File: config.mk
export PLATFORM = sky130hd
export DESIGN_NAME = piano_voice_scheduler
export DESIGN_NICKNAME = d
export VERILOG_FILES = /design/src/rtl/piano_voice_scheduler_pkg.sv /design/src/rtl/piano_voice_scheduler_tone_gen.sv /design/src/rtl/piano_voice_scheduler.sv
export SDC_FILE = /design/constraint.sdc
export NUM_CORES = 1
export LEC_CHECK = 0
export ABC_AREA = 0
export BUFFER_PORTS_ARGS = -buffer_cell sky130_fd_sc_hd__buf_2
export CORE_UTILIZATION = 60
export CTS_CLUSTER_DIAMETER = 50
export CTS_CLUSTER_SIZE = 40
export DETAILED_ROUTE_END_ITERATION = 8
export HOLD_SLACK_MARGIN = 0.03
export PLACE_DENSITY_LB_ADDON = 0.3
export SETUP_SLACK_MARGIN = 0.4
export SLEW_MARGIN = 25
export SYNTH_ARGS = -nofsm -noshare
export SYNTH_HDL_FRONTEND = slang
export SYNTH_SLANG_ARGS = --single-unit
File: constraint.sdc
create_clock -name clk -period 10.4 [get_ports clk]
set_input_delay 1.56 -clock clk [delete_from_list [all_inputs] [get_ports clk]]
set_output_delay 1.56 -clock clk [all_outputs]
set_load 0.02 [all_outputs]
File: src/rtl/piano_voice_scheduler_pkg.sv
// piano_pkg: shared constants for the piano voice scheduler.
//   NUM_KEYS    - number of key inputs (C4..C5)
//   NOTE_W      - width of a note index
//   CNT_W       - tone counter width (holds largest half-period - 1)
//   HALF_PERIOD - square-wave half-period per note, in 50 MHz cycles
//   msb_index   - index of the highest set bit of a key vector
package piano_pkg;

  localparam int unsigned NUM_KEYS = 8;
  localparam int unsigned NOTE_W   = 3;
  localparam int unsigned CNT_W    = 17;

  // Index 0 = C4 ... index 7 = C5.
  localparam logic [CNT_W-1:0] HALF_PERIOD [NUM_KEYS] = '{
    17'd95556,  // C4
    17'd85131,  // D4
    17'd75843,  // E4
    17'd71586,  // F4
    17'd63776,  // G4
    17'd56818,  // A4
    17'd50619,  // B4
    17'd47778   // C5
  };

  // Highest-index set bit; returns 0 for an all-zero vector.
  function automatic logic [NOTE_W-1:0] msb_index(input logic [NUM_KEYS-1:0] v);
    logic [NOTE_W-1:0] idx;
    idx = '0;
    for (int unsigned i = 0; i < NUM_KEYS; i++) begin
      if (v[i]) idx = NOTE_W'(i);
    end
    return idx;
  endfunction

endpackage

File: src/rtl/piano_voice_scheduler_tone_gen.sv
// piano_tone_gen: programmable square-wave generator.
//   clk         - system clock
//   rst         - synchronous active-high reset
//   en          - 1 while a note is sounding; 0 forces counter and speaker to 0
//   half_period - toggle interval in cycles (period = 2*half_period)
//   restart     - clear the counter without disturbing the speaker level
//   speaker     - square-wave output
module piano_tone_gen #(
  parameter int unsigned CNT_W = 17
) (
  input  logic             clk,
  input  logic             rst,
  input  logic             en,
  input  logic [CNT_W-1:0] half_period,
  input  logic             restart,
  output logic             speaker
);

  logic [CNT_W-1:0] r_cnt;
  logic             r_speaker;

  always_ff @(posedge clk) begin
    if (rst || !en) begin
      r_cnt     <= '0;
      r_speaker <= 1'b0;
    end else if (restart) begin
      // Restart has priority so a stale count from the previous half-period
      // never reaches the wrap comparison.
      r_cnt <= '0;
    end else if (r_cnt == half_period - CNT_W'(1)) begin
      r_cnt     <= '0;
      r_speaker <= ~r_speaker;
    end else begin
      r_cnt <= r_cnt + CNT_W'(1);
    end
  end

  assign speaker = r_speaker;

endmodule

File: src/rtl/piano_voice_scheduler.sv
// piano_voice_scheduler: monophonic last-pressed-priority voice scheduler.
//   clk          - system clock (50 MHz)
//   rst          - synchronous active-high reset
//   keys         - raw asynchronous key levels, 1 = pressed, bit0 = C4 .. bit7 = C5
//   speaker      - square-wave audio output
//   active_valid - 1 while a note is sounding
//   active_note  - index of the sounding note, 0 when silent
//   note_change  - one-cycle pulse after active_valid/active_note change
// Pipeline: 2-flop sync -> per-key debounce -> registered edge events ->
// arbiter -> shared programmable tone generator.
module piano_voice_scheduler
  import piano_pkg::*;
#(
  parameter int unsigned NUM_KEYS        = 8,
  parameter int unsigned DEBOUNCE_CYCLES = 500000,
  parameter int unsigned CNT_W           = 17
) (
  input  logic                clk,
  input  logic                rst,
  input  logic [NUM_KEYS-1:0] keys,
  output logic                speaker,
  output logic                active_valid,
  output logic [NOTE_W-1:0]   active_note,
  output logic                note_change
);

  localparam int unsigned DB_W = (DEBOUNCE_CYCLES > 1) ? $clog2(DEBOUNCE_CYCLES) : 1;
  localparam logic [DB_W-1:0] DB_MAX = DB_W'(DEBOUNCE_CYCLES - 1);

  logic [NUM_KEYS-1:0] r_sync1;
  logic [NUM_KEYS-1:0] r_sync2;
  logic [NUM_KEYS-1:0] r_deb;
  logic [NUM_KEYS-1:0] r_deb_d;
  logic [NUM_KEYS-1:0] r_press;
  logic [NUM_KEYS-1:0] r_rel;
  logic [DB_W-1:0]     r_db_cnt [NUM_KEYS];

  logic                r_valid;
  logic [NOTE_W-1:0]   r_note;
  logic                r_note_change;

  logic                w_valid_nxt;
  logic [NOTE_W-1:0]   w_note_nxt;
  logic [NUM_KEYS-1:0] w_held_others;
  logic [CNT_W-1:0]    w_half;
  logic                w_speaker;

  // Synchronizer, debounce and registered edge detection.
  always_ff @(posedge clk) begin
    if (rst) begin
      r_sync1 <= '0;
      r_sync2 <= '0;
      r_deb   <= '0;
      r_deb_d <= '0;
      r_press <= '0;
      r_rel   <= '0;
      for (int unsigned i = 0; i < NUM_KEYS; i++) begin
        r_db_cnt[i] <= '0;
      end
    end else begin
      r_sync1 <= keys;
      r_sync2 <= r_sync1;
      for (int unsigned i = 0; i < NUM_KEYS; i++) begin
        if (r_sync2[i] == r_deb[i]) begin
          r_db_cnt[i] <= '0;
        end else if (r_db_cnt[i] == DB_MAX) begin
          r_deb[i]    <= r_sync2[i];
          r_db_cnt[i] <= '0;
        end else begin
          r_db_cnt[i] <= r_db_cnt[i] + DB_W'(1);
        end
      end
      r_deb_d <= r_deb;
      r_press <= r_deb & ~r_deb_d;
      r_rel   <= ~r_deb & r_deb_d;
    end
  end

  // Keys still held other than the currently active one.
  always_comb begin
    w_held_others         = r_deb;
    w_held_others[r_note] = 1'b0;
  end

  // Arbiter: any press wins (highest index); releasing the active note falls
  // back to the highest held key or goes silent; other releases are ignored.
  always_comb begin
    w_valid_nxt = r_valid;
    w_note_nxt  = r_note;
    if (|r_press) begin
      w_valid_nxt = 1'b1;
      w_note_nxt  = msb_index(r_press);
    end else if (r_valid && r_rel[r_note]) begin
      if (|w_held_others) begin
        w_note_nxt = msb_index(w_held_others);
      end else begin
        w_valid_nxt = 1'b0;
        w_note_nxt  = '0;
      end
    end
  end

  always_ff @(posedge clk) begin
    if (rst) begin
      r_valid       <= 1'b0;
      r_note        <= '0;
      r_note_change <= 1'b0;
    end else begin
      r_valid       <= w_valid_nxt;
      r_note        <= w_note_nxt;
      r_note_change <= (w_valid_nxt != r_valid) || (w_note_nxt != r_note);
    end
  end

  assign w_half = CNT_W'(HALF_PERIOD[r_note]);

  piano_tone_gen #(
    .CNT_W(CNT_W)
  ) u_tone_gen (
    .clk        (clk),
    .rst        (rst),
    .en         (r_valid),
    .half_period(w_half),
    .restart    (r_note_change),
    .speaker    (w_speaker)
  );

  assign speaker      = w_speaker;
  assign active_valid = r_valid;
  assign active_note  = r_note;
  assign note_change  = r_note_change;

endmodule
==> flow_metrics.tcl <==
set metrics [dict create \
    cts_hold_buffers 0 \
    dr_total_vias 7880 \
    maxCapViolCount 0 \
    globalplace.congestion 0.867 \
    io_buffers 15 \
    grt_overflow_total 0 \
    place_ws_ns 6.36 \
    io_pins 16 \
    antenna_found_initial 0 \
    slew_headroom_pct 47.5 \
    critPathTopFamily "simple AND/OR/NAND/NOR gates" \
    synth.top_cell.area_share_pct 40.2 \
    irDropWorstVdd_mv 0.157 \
    r2r-start "active_note[1]$_SDFF_PP0_" \
    r2r-end "u_tone_gen.r_cnt[8]$_SDFF_PP0_" \
    min_path_type "flop to flop" \
    drive_gt1_share_pct 5.17 \
    leakage_nw 4.68 \
    cp-end-kind "flop" \
    core_mm2 0.0183 \
    synth_cells 1129 \
    reg2reg_setup_slack_ns 6.35 \
    clkTransAtPathRegs_ns 0.08 \
    crit_required_ns 10.78 \
    worstMarginPinSlew_ns 0.780 \
    setup_tns_ns 0 \
    fin_nets 1305 \
    fin_crit_sh_pct 39.0 \
    die_area_mm2 0.0195 \
    timing.fmax_mhz 247 \
    area.growth.synth_to_final_pct 14.0 \
    h-tree-depth 1 \
    cts_buffer_depth 3 \
    cts_tree "built" \
    grt_setup_unrepaired "no" \
    synth-seq-cells 223 \
    worst_hold_slack_ns 0.406 \
    ys_async_sr_fraction_pct 0 \
    clkLatencyLatePin_ns 0.52 \
    ys_top_cells_by_count "222 x nor2_1, 152 x edfxtp_1, 105 x xor2_1" \
    setup_violations 0 \
    start_util_pct 62.2 \
    ys.flop_type "edfxtp_1" \
    worstPathArrival_ns 4.43 \
    r2r_cells 12 \
    first_pass_iters 4 \
    cts_root_buf "clkbuf_16" \
    synth.most_common_cell "nor2_1" \
    post_cts_resized 0 \
    synth.area.top_cells "edfxtp_1 40%, dfxtp_1 13%, xor2_1 8.1%" \
    crit_buf_inv 1 \
    grt_pass1_wl_um 33900 \
    crit_slowest_cell "dfxtp_1" \
    vias_per_cell 5.17 \
    status "completed" \
    path_depth 12 \
    finalHoldViolCount 0 \
    grt_pass1_vias 7578 \
    fill_cells 1386 \
    drt_wl_total_um 19700 \
    min-delay-start "r_deb_d[0]$_SDFF_PP0_" \
    antennaDiodeCount 0 \
    path_max_fanout 23 \
    synth_warnings 0 \
    antenna_left 0 \
    cts_buffers 23 \
    dieWidth_um 140 \
    rows 49 \
    skew_ns 0.0187 \
    clock_sinks 223 \
    synth_edf_count 152 \
    cp_slowest_stage_delay_ns 0.79 \
    hold_path_end "r_press[0]$_SDFF_PP0_" \
    fin_crit_ns 4.05 \
    dp_hpwl_um 13600 \
    ys_types 60 \
    drc_errors 0 \
    drt_iter0_markers 346 \
    chipHeight_um 140 \
    wl_per_cell_um 12.9 \
    setup_ws_ns 6.35 \
    crit_chain "clkinv_1, ha_1, nor2b_1, nor2_1, ha_1, xnor2_1, a211oi_1, nand4_1, nor3_1, nand3_1, or3b_1, nor2_1" \
    p_per_area_mw_per_mm2 148 \
    min_path_cells 1 \
    crit_type "flop to flop" \
    netlist_area_mm2 0.0114 \
    maxSlewViolCount 0 \
    post_cts_buffers 0 \
    synth_seq_area_share_pct 52.7 \
    grt_start_max_net_pins 56 \
    start_kind "flop" \
    grtUsageTotal_pct 20.9 \
    synth_largest_area_cell "edfxtp_1" \
    avgSynthCellArea_um2 10.1 \
]
[kinds of logic (layout without fill, tap and decap cells)]
family,after synthesis,after routing,synth area share (%)
buf+inv,66,82,2.35
fa+ha+maj,16,16,1.76
xor+xnor,172,172,13.4
simple gates,574,574,24.8
mux,17,17,1.62
other cells,1,152,0.0330
flops,223,223,52.7
compound gates,60,60,3.35
[power breakdown]
group          leakage, nW  switching (mW)  total (mW)  internal, mW
Clock                0.401           0.398       0.862         0.465
Combinational         2.14          0.0332      0.0555        0.0223
Sequential            2.14          0.0281        1.00         0.974
[cell type report]
type                            instances  area (um2)  share of cell area [%]
Sequential cell                       223        5990                    46.2
Multi-Input combinational cell        991        5680                    43.8
Clock buffer                           23         576                    4.44
Tap cell                              229         287                    2.21
Clock inverter                         19         245                    1.89
Timing Repair Buffer                   18        97.6                   0.754
Inverter                               22        82.6                   0.638
[how the worst max path moves through the flow]
stage                                          from                         endpoint  slack [ns]
after floorplan           active_note[0]$_SDFF_PP0_  u_tone_gen.r_cnt[12]$_SDFF_PP0_        6.76
after global placement    active_note[1]$_SDFF_PP0_  u_tone_gen.r_cnt[14]$_SDFF_PP0_        6.51
after detailed placement  active_note[1]$_SDFF_PP0_   u_tone_gen.r_cnt[3]$_SDFF_PP0_        6.36
after CTS                 active_note[1]$_SDFF_PP0_   u_tone_gen.r_cnt[9]$_SDFF_PP0_        6.34
after global routing      active_note[1]$_SDFF_PP0_   u_tone_gen.r_cnt[7]$_SDFF_PP0_        5.91
final                     active_note[1]$_SDFF_PP0_   u_tone_gen.r_cnt[8]$_SDFF_PP0_        6.35
[stage by stage]
stage,power (mW),cell area (um2),instances,utilization (%)
floorplan,1.06,11900,1280,-
global placement,1.07,12100,1483,66.4
detailed placement,1.07,12100,1483,66.4
CTS,1.94,12900,1525,70.9
global route,1.99,12900,1525,70.9
finish,1.92,12900,1525,70.9
[layout by cell type, fill, tap and decap left out, drive strengths merged, types with 15 or more instances in the layout]
cell type / instances
nor2: 222
and3: 37
clkbuf: 23
a21oi: 18
nor2b: 38
mux2i: 15
nor4: 16
nand2: 81
nand4: 28
edfxtp: 152
xnor2: 66
inv: 32
nor3: 17
buf: 18
ha: 16
nand3: 65
dfxtp: 71
xor2: 105
conb: 152
[sequential cells by signal, summed over array words and instances (netlist names), 3 cells and up]
register / flops
r_deb_d: 8
active_note: 3
r_db_cnt: 152
r_sync1: 8
r_press: 8
r_rel: 8
r_deb: 8
r_sync2: 8
u_tone_gen.r_cnt: 17
[routing by layer]
metal / track usage (%) / share of wire (%) / vias up
li1: - / - / 4082
met1: 27.0 / 46 / 3624
met2: 36.2 / 48 / 139
met3: 3.20 / 4.0 / 35
met4: 6.94 / 2.3 / 0
met5: 0 / 0 / -
[worst reg2reg max path, delay by kind of cell (launching register included)]
family          cells  cell delay [ns]
flops               1             0.79
xor+xnor            1             0.13
simple gates        7             1.45
buf+inv             1             0.47
compound gates      1             0.18
fa+ha+maj           2             0.90
Note: power is estimated with default switching activity, not from simulation.
